--- src/rtl/ex_mem_pipe_reg_if.sv ---
// EX/MEM pipeline register bus: upstream beat, downstream head beat and the
// decoded control qualifiers. The block under control uses the slave view,
// whoever drives the pipeline stage uses the master view.
interface ex_mem_pipe_reg_if #(
    parameter int CTRL_W = 4,
    parameter int ADDR_W = 5,
    parameter int DATA_W = 32
);
    logic              flush_i;
    logic              in_valid_i;
    logic              in_ready_o;
    logic [CTRL_W-1:0] ctrl_i;
    logic [ADDR_W-1:0] rd_addr_i;
    logic [DATA_W-1:0] alu_i;
    logic [DATA_W-1:0] store_i;
    logic              out_valid_o;
    logic              out_ready_i;
    logic [CTRL_W-1:0] ctrl_o;
    logic [ADDR_W-1:0] rd_addr_o;
    logic [DATA_W-1:0] alu_o;
    logic [DATA_W-1:0] store_o;
    logic              regwrite_o;
    logic              memread_o;
    logic              memwrite_o;
    logic [1:0]        occupancy_o;

    modport slave (
        input  flush_i, in_valid_i, ctrl_i, rd_addr_i, alu_i, store_i, out_ready_i,
        output in_ready_o, out_valid_o, ctrl_o, rd_addr_o, alu_o, store_o,
               regwrite_o, memread_o, memwrite_o, occupancy_o
    );

    modport master (
        output flush_i, in_valid_i, ctrl_i, rd_addr_i, alu_i, store_i, out_ready_i,
        input  in_ready_o, out_valid_o, ctrl_o, rd_addr_o, alu_o, store_o,
               regwrite_o, memread_o, memwrite_o, occupancy_o
    );
endinterface

--- src/rtl/ex_mem_pipe_reg.sv ---
// EX/MEM pipeline register with valid/ready handshake, flush and an optional
// two-entry skid buffer. The main entry always presents the head beat; the
// skid entry only catches the beat that arrives while the head is stalled,
// which lets in_ready come straight from a flop in skid mode.
// The main control register is kept at zero whenever the main entry is empty,
// so a bubble can never assert RegWrite/MemRead/MemWrite downstream.
module ex_mem_pipe_reg #(
    parameter int CTRL_W = 4,
    parameter int ADDR_W = 5,
    parameter int DATA_W = 32,
    parameter int SKID   = 1
) (
    input  logic               clk_i,
    input  logic               rst_i,
    ex_mem_pipe_reg_if.slave   bus
);
    logic              main_valid_q, main_valid_d;
    logic [CTRL_W-1:0] main_ctrl_q,  main_ctrl_d;
    logic [ADDR_W-1:0] main_rd_q,    main_rd_d;
    logic [DATA_W-1:0] main_alu_q,   main_alu_d;
    logic [DATA_W-1:0] main_st_q,    main_st_d;
    logic              skid_valid_q, skid_valid_d;
    logic [CTRL_W-1:0] skid_ctrl_q,  skid_ctrl_d;
    logic [ADDR_W-1:0] skid_rd_q,    skid_rd_d;
    logic [DATA_W-1:0] skid_alu_q,   skid_alu_d;
    logic [DATA_W-1:0] skid_st_q,    skid_st_d;
    logic              in_ready_q,   in_ready_d;
    logic              in_ready_s;
    logic              in_fire_s;
    logic              out_fire_s;

    // Upstream ready: straight from a flop in skid mode, pass-through of the head otherwise
    always_comb begin
        if (SKID != 0) begin
            in_ready_s = in_ready_q;
        end else begin
            in_ready_s = ~main_valid_q | bus.out_ready_i;
        end
    end

    assign in_fire_s  = bus.in_valid_i & in_ready_s;
    assign out_fire_s = main_valid_q & bus.out_ready_i;

    // Next-state of both entries; flush wins over every handshake
    always_comb begin
        main_valid_d = main_valid_q;
        main_ctrl_d  = main_ctrl_q;
        main_rd_d    = main_rd_q;
        main_alu_d   = main_alu_q;
        main_st_d    = main_st_q;
        skid_valid_d = skid_valid_q;
        skid_ctrl_d  = skid_ctrl_q;
        skid_rd_d    = skid_rd_q;
        skid_alu_d   = skid_alu_q;
        skid_st_d    = skid_st_q;
        if (bus.flush_i) begin
            main_valid_d = 1'b0;
            main_ctrl_d  = {CTRL_W{1'b0}};
            skid_valid_d = 1'b0;
        end else if (SKID != 0) begin
            if (!main_valid_q) begin
                if (in_fire_s) begin
                    main_valid_d = 1'b1;
                    main_ctrl_d  = bus.ctrl_i;
                    main_rd_d    = bus.rd_addr_i;
                    main_alu_d   = bus.alu_i;
                    main_st_d    = bus.store_i;
                end else begin
                    main_valid_d = 1'b0;
                end
            end else if (out_fire_s) begin
                if (skid_valid_q) begin
                    main_ctrl_d  = skid_ctrl_q;
                    main_rd_d    = skid_rd_q;
                    main_alu_d   = skid_alu_q;
                    main_st_d    = skid_st_q;
                    skid_valid_d = 1'b0;
                end else if (in_fire_s) begin
                    main_ctrl_d  = bus.ctrl_i;
                    main_rd_d    = bus.rd_addr_i;
                    main_alu_d   = bus.alu_i;
                    main_st_d    = bus.store_i;
                end else begin
                    main_valid_d = 1'b0;
                    main_ctrl_d  = {CTRL_W{1'b0}};
                end
            end else if (in_fire_s) begin
                skid_valid_d = 1'b1;
                skid_ctrl_d  = bus.ctrl_i;
                skid_rd_d    = bus.rd_addr_i;
                skid_alu_d   = bus.alu_i;
                skid_st_d    = bus.store_i;
            end else begin
                skid_valid_d = skid_valid_q;
            end
        end else begin
            skid_valid_d = 1'b0;
            if (in_fire_s) begin
                main_valid_d = 1'b1;
                main_ctrl_d  = bus.ctrl_i;
                main_rd_d    = bus.rd_addr_i;
                main_alu_d   = bus.alu_i;
                main_st_d    = bus.store_i;
            end else if (out_fire_s) begin
                main_valid_d = 1'b0;
                main_ctrl_d  = {CTRL_W{1'b0}};
            end else begin
                main_valid_d = main_valid_q;
            end
        end
        in_ready_d = ~skid_valid_d;
    end

    // State registers, cleared asynchronously; ready comes up asserted
    always_ff @(posedge clk_i or negedge rst_i) begin
        if (!rst_i) begin
            main_valid_q <= 1'b0;
            main_ctrl_q  <= {CTRL_W{1'b0}};
            main_rd_q    <= {ADDR_W{1'b0}};
            main_alu_q   <= {DATA_W{1'b0}};
            main_st_q    <= {DATA_W{1'b0}};
            skid_valid_q <= 1'b0;
            skid_ctrl_q  <= {CTRL_W{1'b0}};
            skid_rd_q    <= {ADDR_W{1'b0}};
            skid_alu_q   <= {DATA_W{1'b0}};
            skid_st_q    <= {DATA_W{1'b0}};
            in_ready_q   <= 1'b1;
        end else begin
            main_valid_q <= main_valid_d;
            main_ctrl_q  <= main_ctrl_d;
            main_rd_q    <= main_rd_d;
            main_alu_q   <= main_alu_d;
            main_st_q    <= main_st_d;
            skid_valid_q <= skid_valid_d;
            skid_ctrl_q  <= skid_ctrl_d;
            skid_rd_q    <= skid_rd_d;
            skid_alu_q   <= skid_alu_d;
            skid_st_q    <= skid_st_d;
            in_ready_q   <= in_ready_d;
        end
    end

    assign bus.in_ready_o  = in_ready_s;
    assign bus.out_valid_o = main_valid_q;
    assign bus.ctrl_o      = main_valid_q ? main_ctrl_q : {CTRL_W{1'b0}};
    assign bus.rd_addr_o   = main_rd_q;
    assign bus.alu_o       = main_alu_q;
    assign bus.store_o     = main_st_q;
    assign bus.regwrite_o  = bus.ctrl_o[0];
    assign bus.memread_o   = bus.ctrl_o[2];
    assign bus.memwrite_o  = bus.ctrl_o[3];
    assign bus.occupancy_o = {1'b0, main_valid_q} + {1'b0, skid_valid_q};
endmodule

--- src/flat_wrapper.sv ---
// flat-port wrapper written by rule: the top's interface ports become plain ports
module ex_mem_pipe_reg_flat 
#(
    parameter int CTRL_W = 4,
    parameter int ADDR_W = 5,
    parameter int DATA_W = 32,
    parameter int SKID   = 1
)
  (clk_i, rst_i, bus_flush_i, bus_in_valid_i, bus_ctrl_i, bus_rd_addr_i, bus_alu_i, bus_store_i, bus_out_ready_i, bus_in_ready_o, bus_out_valid_o, bus_ctrl_o, bus_rd_addr_o, bus_alu_o, bus_store_o, bus_regwrite_o, bus_memread_o, bus_memwrite_o, bus_occupancy_o);
  ex_mem_pipe_reg_if #(.CTRL_W(CTRL_W), .ADDR_W(ADDR_W), .DATA_W(DATA_W)) bus_i ();
  input  logic clk_i;
  input  logic rst_i;
  input wire logic [$bits(bus_i.flush_i)-1:0] bus_flush_i;
  input wire logic [$bits(bus_i.in_valid_i)-1:0] bus_in_valid_i;
  input wire logic [$bits(bus_i.ctrl_i)-1:0] bus_ctrl_i;
  input wire logic [$bits(bus_i.rd_addr_i)-1:0] bus_rd_addr_i;
  input wire logic [$bits(bus_i.alu_i)-1:0] bus_alu_i;
  input wire logic [$bits(bus_i.store_i)-1:0] bus_store_i;
  input wire logic [$bits(bus_i.out_ready_i)-1:0] bus_out_ready_i;
  output wire logic [$bits(bus_i.in_ready_o)-1:0] bus_in_ready_o;
  output wire logic [$bits(bus_i.out_valid_o)-1:0] bus_out_valid_o;
  output wire logic [$bits(bus_i.ctrl_o)-1:0] bus_ctrl_o;
  output wire logic [$bits(bus_i.rd_addr_o)-1:0] bus_rd_addr_o;
  output wire logic [$bits(bus_i.alu_o)-1:0] bus_alu_o;
  output wire logic [$bits(bus_i.store_o)-1:0] bus_store_o;
  output wire logic [$bits(bus_i.regwrite_o)-1:0] bus_regwrite_o;
  output wire logic [$bits(bus_i.memread_o)-1:0] bus_memread_o;
  output wire logic [$bits(bus_i.memwrite_o)-1:0] bus_memwrite_o;
  output wire logic [$bits(bus_i.occupancy_o)-1:0] bus_occupancy_o;
  assign bus_i.flush_i = bus_flush_i;
  assign bus_i.in_valid_i = bus_in_valid_i;
  assign bus_i.ctrl_i = bus_ctrl_i;
  assign bus_i.rd_addr_i = bus_rd_addr_i;
  assign bus_i.alu_i = bus_alu_i;
  assign bus_i.store_i = bus_store_i;
  assign bus_i.out_ready_i = bus_out_ready_i;
  assign bus_in_ready_o = bus_i.in_ready_o;
  assign bus_out_valid_o = bus_i.out_valid_o;
  assign bus_ctrl_o = bus_i.ctrl_o;
  assign bus_rd_addr_o = bus_i.rd_addr_o;
  assign bus_alu_o = bus_i.alu_o;
  assign bus_store_o = bus_i.store_o;
  assign bus_regwrite_o = bus_i.regwrite_o;
  assign bus_memread_o = bus_i.memread_o;
  assign bus_memwrite_o = bus_i.memwrite_o;
  assign bus_occupancy_o = bus_i.occupancy_o;
  ex_mem_pipe_reg #(.CTRL_W(CTRL_W), .ADDR_W(ADDR_W), .DATA_W(DATA_W), .SKID(SKID)) u_core (.clk_i(clk_i), .rst_i(rst_i), .bus(bus_i));
endmodule
--- config.mk ---
export PLATFORM = sky130hd
export DESIGN_NAME = ex_mem_pipe_reg_flat
export DESIGN_NICKNAME = d
export VERILOG_FILES = /design/src/rtl/ex_mem_pipe_reg_if.sv /design/src/rtl/ex_mem_pipe_reg.sv /design/src/flat_wrapper.sv
export SDC_FILE = /design/constraint.sdc
export NUM_CORES = 1
export LEC_CHECK = 0
export CORE_UTILIZATION = 35
export DETAILED_ROUTE_END_ITERATION = 7
export SYNTH_ARGS = -nofsm -noshare
export SYNTH_HDL_FRONTEND = slang
export SYNTH_SLANG_ARGS = --single-unit
--- constraint.sdc ---
create_clock -name clk_i -period 3.6 [get_ports clk_i]
set_input_delay 0.36 -clock clk_i [delete_from_list [all_inputs] [get_ports clk_i]]
set_output_delay 0.36 -clock clk_i [all_outputs]
set_load 0.01 [all_outputs]
==> results of run 1 <==
## power breakdown
group          switching (mW)  total (mW)  internal, mW
Sequential              0.181        2.21          2.03
Clock                   0.672        1.90          1.23
Combinational           0.320       0.905         0.585
## per-layer routing
layer / GRT usage (%) / up-vias
met1: 22.2 / 2093
met5: 0 / -
met4: 5.37 / 0
li1: - / 1882
met3: 6.20 / 12
met2: 24.0 / 132
## layout make-up
cell class                      count  area, sq um  area share, %
Sequential cell                   149         3730           44.1
Multi-Input combinational cell    237         2170           25.6
Timing Repair Buffer              165         1630           19.3
Clock buffer                       23          488           5.77
Tap cell                          225          282           3.33
Clock inverter                      8          146           1.73
Inverter                            5         18.8          0.222
## state kept, by name, indices dropped and copies added, names as in the netlist, 4 cells and up
signal / flops
u_core.bus.alu_o: 32
u_core.bus.rd_addr_o: 5
u_core.bus.store_o: 32
u_core.main_ctrl_q: 4
u_core.skid_alu_q: 32
u_core.skid_ctrl_q: 4
u_core.skid_rd_q: 5
u_core.skid_st_q: 32
## critical path, stage by stage, from the launching register on
cell	delay, ps
dfrtp_1	680
nand2_4	160
a221o_2	800
buf_4	400
a221o_1	330
## placed cells by master, fill, tap and decap left out, types with 3 or more instances in the layout
cell	count
clkdlybuf4s50_1	156
dfrtp_1	148
and2_1	73
mux2_2	73
a221o_1	69
clkbuf_16	17
buf_4	8
inv_1	5
mux2i_1	4
o22ai_1	4
clkbuf_8	4
bufinv_16	4
a21oi_1	3
## per-stage QoR
step	cells	utilization [%]	power, mW	hold WS (ps)
6_report	812	49.3	5.02	59.1
3_5_place_dp	781	45.6	3.16	487
2_1_floorplan	425	-	2.65	64.4
5_1_grt	812	49.3	5.25	130
4_1_cts	812	49.3	5.09	124
3_3_place_gp	781	45.6	3.12	480
## path summary, 6_finish.rpt
path,endpoint,slack [ps],start
worst max register to register,u_core.bus.alu_o[20],1120,u_core.bus.out_valid_o
worst max-delay path,u_core.bus.alu_o[20],1120,u_core.bus.out_valid_o
worst min-delay path,u_core.skid_alu_q[16],60,rst_i
worst min register to register,u_core.skid_alu_q[11],490,u_core.skid_alu_q[11]
min in group clk_i,u_core.skid_alu_q[11],490,u_core.skid_alu_q[11]
max in group asynchronous,u_core.skid_alu_q[25],2550,rst_i
## cells by family (layout without fill, tap and decap cells)
group                    count (synthesis)  after routing
flip-flops                             149            149
AO/OA/AOI/OAI                           80             80
adder cells (fa/ha/maj)                  1              1
multiplexers                            77             77
AND/OR/NAND/NOR                         79             79
buffers and inverters                   39            201
==> reports/qor.yml, run 1 <==
synthesis:
  ys_top_cells_by_area: "dfrtp_1 60%, mux2_2 13%, a221o_1 11%"
  synth_edf_count: 0
  synth_common_cells: "148 x dfrtp_1, 73 x and2_1, 73 x mux2_2"
  synth_top_area_cell: "dfrtp_1"
  syn_area_sq_um: 6130
  synthCells: 425
  synth_seq_cells: 149
  yosysTopAreaCellShare_pct: 60.4
  synth_compound_area_share_pct: 12.5
  synth_fa_ha_area_share_pct: 0.204
  synth-simple-area-share_pct: 8.26
  ys_seq_area_share_pct: 60.8
  synth_nets: 504
  synth_area_per_cell_sq_um: 14.4
  synth_warnings: 0
  synth_xor_area_share_pct: 0
  synth_top_family_by_area: "multiplexers"
  synth.mux.area_fraction_pct: 14.1
  async_flop_share_pct: 100
  yosysMostFrequentCell: "dfrtp_1"
  synth_cell_type_count: 22
  ys.flop_type: "dfrtp_1"
drt:
  wl_met2_mm: 6.35
  wirelength_mm: 14.2
  met1Wirelength_mm: 6.69
  wl_met3_mm: 1.03
  drt_first_iter_violations: 200
  firstDrtPassIters: 4
  routed-via-count: 4119
  viasPerCell: 5.07
  wl_per_cell_um: 17.5
  antenna_left: 0
  drc: 0
  dr.max_layer_used: "met4"
setup_path:
  critPathArrivalTime_ps: 2780
  required_ps: 3890
  worstSetupPathType: "register to register"
  critPathCaptureType: "register"
  reg2regPathDepth: 4
  worst_setup_path_start_kind: "register"
  path_max_fanout: 50
floorplanning:
  start_util_pct: 35.7
  core-area_sq_um: 17200
  rows: 48
  fp.dieH_um: 134
  io_pins: 158
  dieArea_sq_um: 18100
  die_width_um: 134
placed_design:
  port_buffers: 157
  place_ws_ps: 843
  hpwlAfterDp_mm: 9.11
  postPlaceCellArea_sq_um: 7830
  gp_congestion: 0.706
min_path:
  hold_class: "primary input to async pin"
pwr:
  p_per_area_nw_per_um2: 593
  peakVddDrop_v: 0.000324
  p_leak_nw: 3.65
run_status:
  status: "completed"
cts:
  post-cts-setup-buffer-count: 0
  clkSlewWorstSetupHoldPaths_ps: 60
  clk_path_buf_depth: 2
  clock_sinks: 149
  cts_tree: "done"
  cts_resized: 0
  clkLatencyLatePin_ps: 420
  postCtsHoldBufs: 0
  cts_buffers: 17
  cts.htree.levels: 4
  clockRootBuffer: "clkbuf_16"
sta:
  finalCriticalPeriod_ps: 2480
  setup_slack_ps: 1120
  relSlewSlack_pct: 23.4
  setup_viol: 0
  fmax_mhz: 402
  worst_pin_slew_ps: 1150
  grt_setup_unrepaired: "false"
  drv_slew: 0
  fin_setup_tns_ps: 0
  skew_ps: 9.18
  hold_viol: 0
  period_share_pct: 69.0
global_route:
  grt-ovfl-total: 0
  grt_pass1_vias: 4270
  gr-usage-all-layers_pct: 16.4
  grt_first_pass_wirelength_mm: 22.8
  antenna_found_initial: 0
  grt_max_degree: 109
finish:
  drive_gt1_share_pct: 19.9
  fin_area_sq_um: 8460
  finalNetCount: 654
  n_antenna_cell: 0
  fillerInstances: 1531
  area_growth_pct: 38.0
flow_run:
  maxCapViolCount: 0
Power figures use the tool's default switching activity.
==> run 2: changes to the inputs <==
Clock period 3.6 ns to 2.5 ns, I/O delays scaled along.
==> run 2 against run 1 <==
Clock skew shrank 3.5 ps; highest routed layer unchanged; via count shrank 0.15%; critical path depth shrank 1; critical path type is now register to primary output; routed wire length grew 0.29%; sequential power grew 44%; combinational power grew 46%; largest power group unchanged; power grew 45%; cell area grew 1.2%; flip-flop and latch count is the same; clock power grew 46%; global-route usage grew 0.38 points.
==> reports/qor.yml, run 2 (synthesis gave the netlist of run 1 again) <==
run_status:
  status: "completed"
pwr:
  p_per_area_nw_per_um2: 850  # +43%
  p_sw_share_pct: 22.9  # -0.48 points
  power.switching_mw: 1.67  # +42%
  total_power_mw: 7.28  # +45%
  clkPwrFrac_pct: 38.0  # about the same
  p_int_mw: 5.62  # +46%
  pwr-share-seq_pct: 43.9  # -0.2 points
  p_leak_nw: 3.69  # +1.2%
  pwr-share-comb_pct: 18.2  # +0.2 points
  peakVddDrop_v: 0.000456  # +40%
finish:
  area_growth_pct: 39.7
  drive_gt1_share_pct: 20.5  # +0.58 points
  regArea_sq_um: 3730  # unchanged
  final_cell_mix: "156 x clkdlybuf4s50_1, 148 x dfrtp_1, 73 x and2_1, 73 x mux2_2, 69 x a221o_1"
  finalNetCount: 658  # +0.61%
  n_antenna_cell: 0  # unchanged
  multiInputGateArea_sq_um: 2170  # unchanged
  layout_commonest_cell: "clkdlybuf4s50_1"
  fillerInstances: 1518  # -0.85%
drt:
  wl_per_cell_um: 17.5  # about the same
  wirelength_mm: 14.3  # +0.29%
  antenna_left: 0  # unchanged
  viasPerCell: 5.05  # -0.51%
  routed-via-count: 4113  # -0.15%
  drt_first_iter_violations: 220  # +10%
  drc: 0  # unchanged
  firstDrtPassIters: 4  # unchanged
sta:
  hold_ws_ps: 409  # +350 ps
  worst_pin_slew_ps: 623  # -525 ps
  hold_viol: 0  # unchanged
  finalCriticalPeriod_ps: 2210
  setup_viol: 0  # unchanged
  skew_ps: 5.71  # -3.47 ps
  period_share_pct: 88.2
  grt_setup_unrepaired: "false"
  relSlewSlack_pct: 58.4  # +35 points
  fmax_mhz: 453
  fin_setup_tns_ps: 0  # unchanged
  drv_slew: 0  # unchanged
cts:
  cts_tree: "done"
  cts_buffers: 17  # unchanged
  clkLatencyLatePin_ps: 410  # about the same
  cts.htree.levels: 4  # unchanged
  clkSlewWorstSetupHoldPaths_ps: 60  # about the same
  post-cts-setup-buffer-count: 0  # unchanged
  clk_path_buf_depth: 2  # unchanged
  clockRootBuffer: "clkbuf_16"
  clock_sinks: 149  # unchanged
placed_design:
  hpwlAfterDp_mm: 9.26  # +1.7%
  port_buffers: 157  # unchanged
  gp_congestion: 0.730  # +3.3%
setup_path:
  cp_cell_sequence: "buf_4 -> ha_1 -> clkdlybuf4s50_1"
  path_buf_inv: 2  # +1
  cpPeakStageDelay_ps: 530  # -270 ps
  r2r_end: "u_core.bus.alu_o[12]"
  critPathCaptureType: "primary output"
  reg2regPathDepth: 4  # unchanged
  worstSetupPathType: "register to primary output"
  worstReg2RegStart: "u_core.bus.out_valid_o"
  critPathTopFamily: "buffers and inverters"
  critPathArrivalTime_ps: 1960  # -820 ps
  crit_slowest_cell: "dfrtp_1"
  r2r_slack_ps: 520  # -600 ps
  required_ps: 2250  # -1640 ps
  path_max_fanout: 11  # -78%
  worst_setup_path_start_kind: "register"
floorplanning:
  io_pins: 158  # unchanged
  start_util_pct: 35.7  # unchanged
  fp.dieH_um: 134  # unchanged
  core-area_sq_um: 17200  # unchanged
  rows: 48  # unchanged
  die_width_um: 134  # unchanged
  dieArea_sq_um: 18100  # unchanged
global_route:
  antenna_found_initial: 0  # unchanged
  grt_pass1_vias: 4246  # -0.56%
  grt-ovfl-total: 0  # unchanged
  gr-usage-all-layers_pct: 16.7  # +0.38 points
  grt_first_pass_wirelength_mm: 23.2  # +1.8%
  grt_max_degree: 70  # -36%
flow_run:
  maxCapViolCount: 0  # unchanged
min_path:
  hold_class: "primary input to async pin"
[run 2: layout make-up]
| type | count | area share (%) |
|---|---|---|
| clock buffer | 20 | 5.45 |
| clock inverter | 10 | 2.07 |
| inverter | 5 | 0.219 |
| multi-input combinational | 237 | 25.3 |
| sequential | 149 | 43.5 |
| tap | 225 | 3.29 |
| timing repair buffer | 169 | 20.2 |
[run 2: worst register-to-register path, stage by stage (launching register included)]
cell	delay, ps
dfrtp_1	600
nand2_4	150
a221o_2	500
buf_4	280
a221o_1	330
[run 2: through the flow]
stage | area [sq um] | util (%) | worst slack (ps) | cells
3_5_place_dp | 7910 | 46.1 | 332 | 784
3_3_place_gp | 7910 | 46.1 | 369 | 784
6_report | 8570 | 49.9 | 295 | 815
4_1_cts | 8570 | 49.9 | 268 | 815
5_1_grt | 8570 | 49.9 | 199 | 815
2_1_floorplan | 6130 | - | 709 | 425
[run 2: what timing repair did]
item	in CTS	in global routing
gates resized for setup	0	0
endpoints found under the hold margin	59	0
hold buffers	1	0
[run 2: power groups by stage]
| stage | Combinational [mW] | Sequential, mW | Clock (mW) |
|---|---|---|---|
| detailed placement | 1.34 | 3.23 | 0 |
| CTS | 1.35 | 3.20 | 2.83 |
| global route | 1.43 | 3.26 | 2.96 |
| finish | 1.32 | 3.19 | 2.77 |
| global placement | 1.31 | 3.21 | 0 |
| floorplan | 0.561 | 3.25 | 0 |
[run 2: routing by layer]
layer,vias to the layer above,GRT usage (%),part of all wire [%]
met2,125,24.9,45
met3,9,6.16,7.0
li1,1886,-,-
met5,-,0,0
met1,2093,22.9,47
met4,0,4.62,0.88
[run 2: worst max-delay path by stage]
stage / start / endpoint / slack, ps / depth (start not counted)
floorplan: u_core.bus.in_ready_o / u_core.skid_alu_q[16] / 710 / 5
global placement: bus_flush_i / u_core.bus.store_o[23] / 370 / 5
detailed placement: bus_flush_i / u_core.bus.store_o[26] / 330 / 5
CTS: u_core.bus.out_valid_o / bus_occupancy_o[0] / 270 / 3
global route: u_core.bus.out_valid_o / bus_occupancy_o[0] / 200 / 3
finish: u_core.bus.out_valid_o / bus_occupancy_o[0] / 290 / 3
==> run 3: changes to the inputs <==
Settings changed: CORE_UTILIZATION 35 to 49, PLACE_DENSITY set to 0.8.
==> run 3 against run 2 <==
Clock power fell by 2%; utilization grew 20 points; power decreased by 0.36%; clock skew is 0.76 ps higher; global-route usage grew 5.8 points; cell area down 1.0%; sequential power is essentially flat; die area down 28%; count of clock-buffer cells in the layout is 4 higher; non-clock buffer count fell by 1; worst hold slack worse by 3.3 ps; fmax is 1.2% higher; critical path type unchanged; largest cell class unchanged.
==> reports/qor.yml, run 3 (synthesis gave the netlist of run 1 again) <==
finish:
  layout_commonest_cell: "clkdlybuf4s50_1"
  n_antenna_cell: 0  # unchanged
  drive_gt1_share_pct: 20.1  # -0.37 points
  finalNetCount: 657  # -0.15%
  area_growth_pct: 38.3
  stdcell_count: 759  # -6.9%
  final_cell_mix: "156 x clkdlybuf4s50_1, 148 x dfrtp_1, 73 x and2_1, 73 x mux2_2, 69 x a221o_1"
setup_path:
  critPathTopFamily: "buffers and inverters"
  required_ps: 2250  # about the same
  critPathCaptureType: "primary output"
  worst_setup_path_start_kind: "register"
  worstSetupPathType: "register to primary output"
  path_max_fanout: 9  # -2
  cpPeakStageDelay_ps: 560  # +30 ps
  path_buf_inv: 2  # unchanged
  cp_cell_sequence: "buf_4 -> and2_1 -> clkdlybuf4s50_1"
  critPathArrivalTime_ps: 1930  # -30 ps
  crit_slowest_cell: "clkdlybuf4s50_1"
sta:
  worst_pin_slew_ps: 1070  # +444 ps
  grt_setup_unrepaired: "false"
  setup_viol: 0  # unchanged
  finalCriticalPeriod_ps: 2180  # -26.2 ps
  fmax_mhz: 459  # +1.2%
  skew_ps: 6.47  # +0.764 ps
  drv_slew: 0  # unchanged
  relSlewSlack_pct: 28.8  # -30 points
  hold_viol: 0  # unchanged
  period_share_pct: 87.2  # -1.0 points
  fin_setup_tns_ps: 0  # unchanged
  hold_ws_ps: 406  # -3.34 ps
drt:
  drc: 0  # unchanged
  antenna_left: 0  # unchanged
  firstDrtPassIters: 4  # unchanged
  wl_per_cell_um: 18.3  # +4.5%
  viasPerCell: 5.57  # +10%
  routed-via-count: 4230  # +2.8%
  wirelength_mm: 13.9  # -2.7%
  drt_first_iter_violations: 206  # -6.4%
floorplanning:
  rows: 40  # -17%
  dieArea_sq_um: 13000  # -28%
  io_pins: 158  # unchanged
  die_width_um: 114  # -15%
  core-area_sq_um: 12100  # -29%
  fp.dieH_um: 114  # -15%
  start_util_pct: 50.6  # +15 points
placed_design:
  dp_cells: 726  # -7.4%
  hpwlAfterDp_mm: 8.94  # -3.5%
  port_buffers: 157  # unchanged
  gp_congestion: 0.736  # +0.82%
cts:
  clkLatencyLatePin_ps: 420  # about the same
  clkSlewWorstSetupHoldPaths_ps: 50  # about the same
  postCtsHoldBufs: 1  # unchanged
  clk_path_buf_depth: 2  # unchanged
  post-cts-setup-buffer-count: 0  # unchanged
  clockRootBuffer: "clkbuf_16"
  cts.htree.levels: 4  # unchanged
  cts_buffers: 17  # unchanged
  clock_sinks: 149  # unchanged
  cts_tree: "done"
  cts_resized: 0  # unchanged
global_route:
  grt_pass1_vias: 4290  # +1.0%
  antenna_found_initial: 0  # unchanged
  grt_first_pass_wirelength_mm: 22.3  # -3.7%
  gr-usage-all-layers_pct: 22.5  # +5.8 points
  grt-ovfl-total: 0  # unchanged
  grt_max_degree: 77  # +10%
pwr:
  total_power_mw: 7.26  # -0.36%
  p_per_area_nw_per_um2: 856  # +0.65%
  p_leak_nw: 3.68  # -0.44%
  peakVddDrop_v: 0.000519  # +14%
run_status:
  status: "completed"
flow_run:
  maxCapViolCount: 0  # unchanged
min_path:
  hold_class: "primary input to async pin"
## run 3: worst register-to-register path, delay by kind of cell (launching register included)
kind / cells / cell delay, ps
AO/OA/AOI/OAI: 1 / 120
flip-flops: 1 / 510
AND/OR/NAND/NOR: 2 / 1290
## run 3: worst paths after layout
path | startpoint | to | slack [ps] | cells after the start
worst max-delay path | u_core.bus.out_valid_o | bus_memwrite_o | 320 | 3
min in group clk_i | bus_store_i[19] | u_core.bus.store_o[19] | 470 | 2
worst min-delay path | rst_i | u_core.bus.rd_addr_o[3] | 410 | 3
max in group asynchronous | rst_i | u_core.bus.in_ready_o | 1730 | 3
worst min register to register | u_core.skid_rd_q[4] | u_core.skid_rd_q[4] | 500 | 1
worst max register to register | u_core.bus.out_valid_o | u_core.bus.store_o[28] | 520 | 3
## run 3: layout make-up
cell class	count	area, sq um
inverter	5	18.8
tap	168	210
clock inverter	8	145
fill	842	3630
multi-input combinational	237	2170
sequential	149	3730
clock buffer	24	492
timing repair buffer	168	1720
## run 3: per-stage QoR
| step | area [sq um] | worst slack [ps] | util (%) |
|---|---|---|---|
| floorplan | 6130 | 709 | - |
| global placement | 7840 | 244 | 64.7 |
| detailed placement | 7840 | 175 | 64.7 |
| CTS | 8480 | 325 | 70.0 |
| global route | 8480 | 278 | 70.0 |
| finish | 8480 | 321 | 70.0 |
## run 3: layer usage
| layer | global-route usage [%] | wire [um] |
|---|---|---|
| met4 | 8.05 | 210 |
| met1 | 30.8 | 6040 |
| met2 | 34.4 | 6560 |
| met5 | 0 | 0 |
| met3 | 6.54 | 1060 |
## run 3: power by group
| group | total (mW) | switching (mW) | internal (mW) |
|---|---|---|---|
| Sequential | 3.21 | 0.277 | 2.93 |
| Clock | 2.72 | 0.951 | 1.77 |
| Combinational | 1.33 | 0.471 | 0.855 |
| Total | 7.26 | 1.70 | 5.56 |
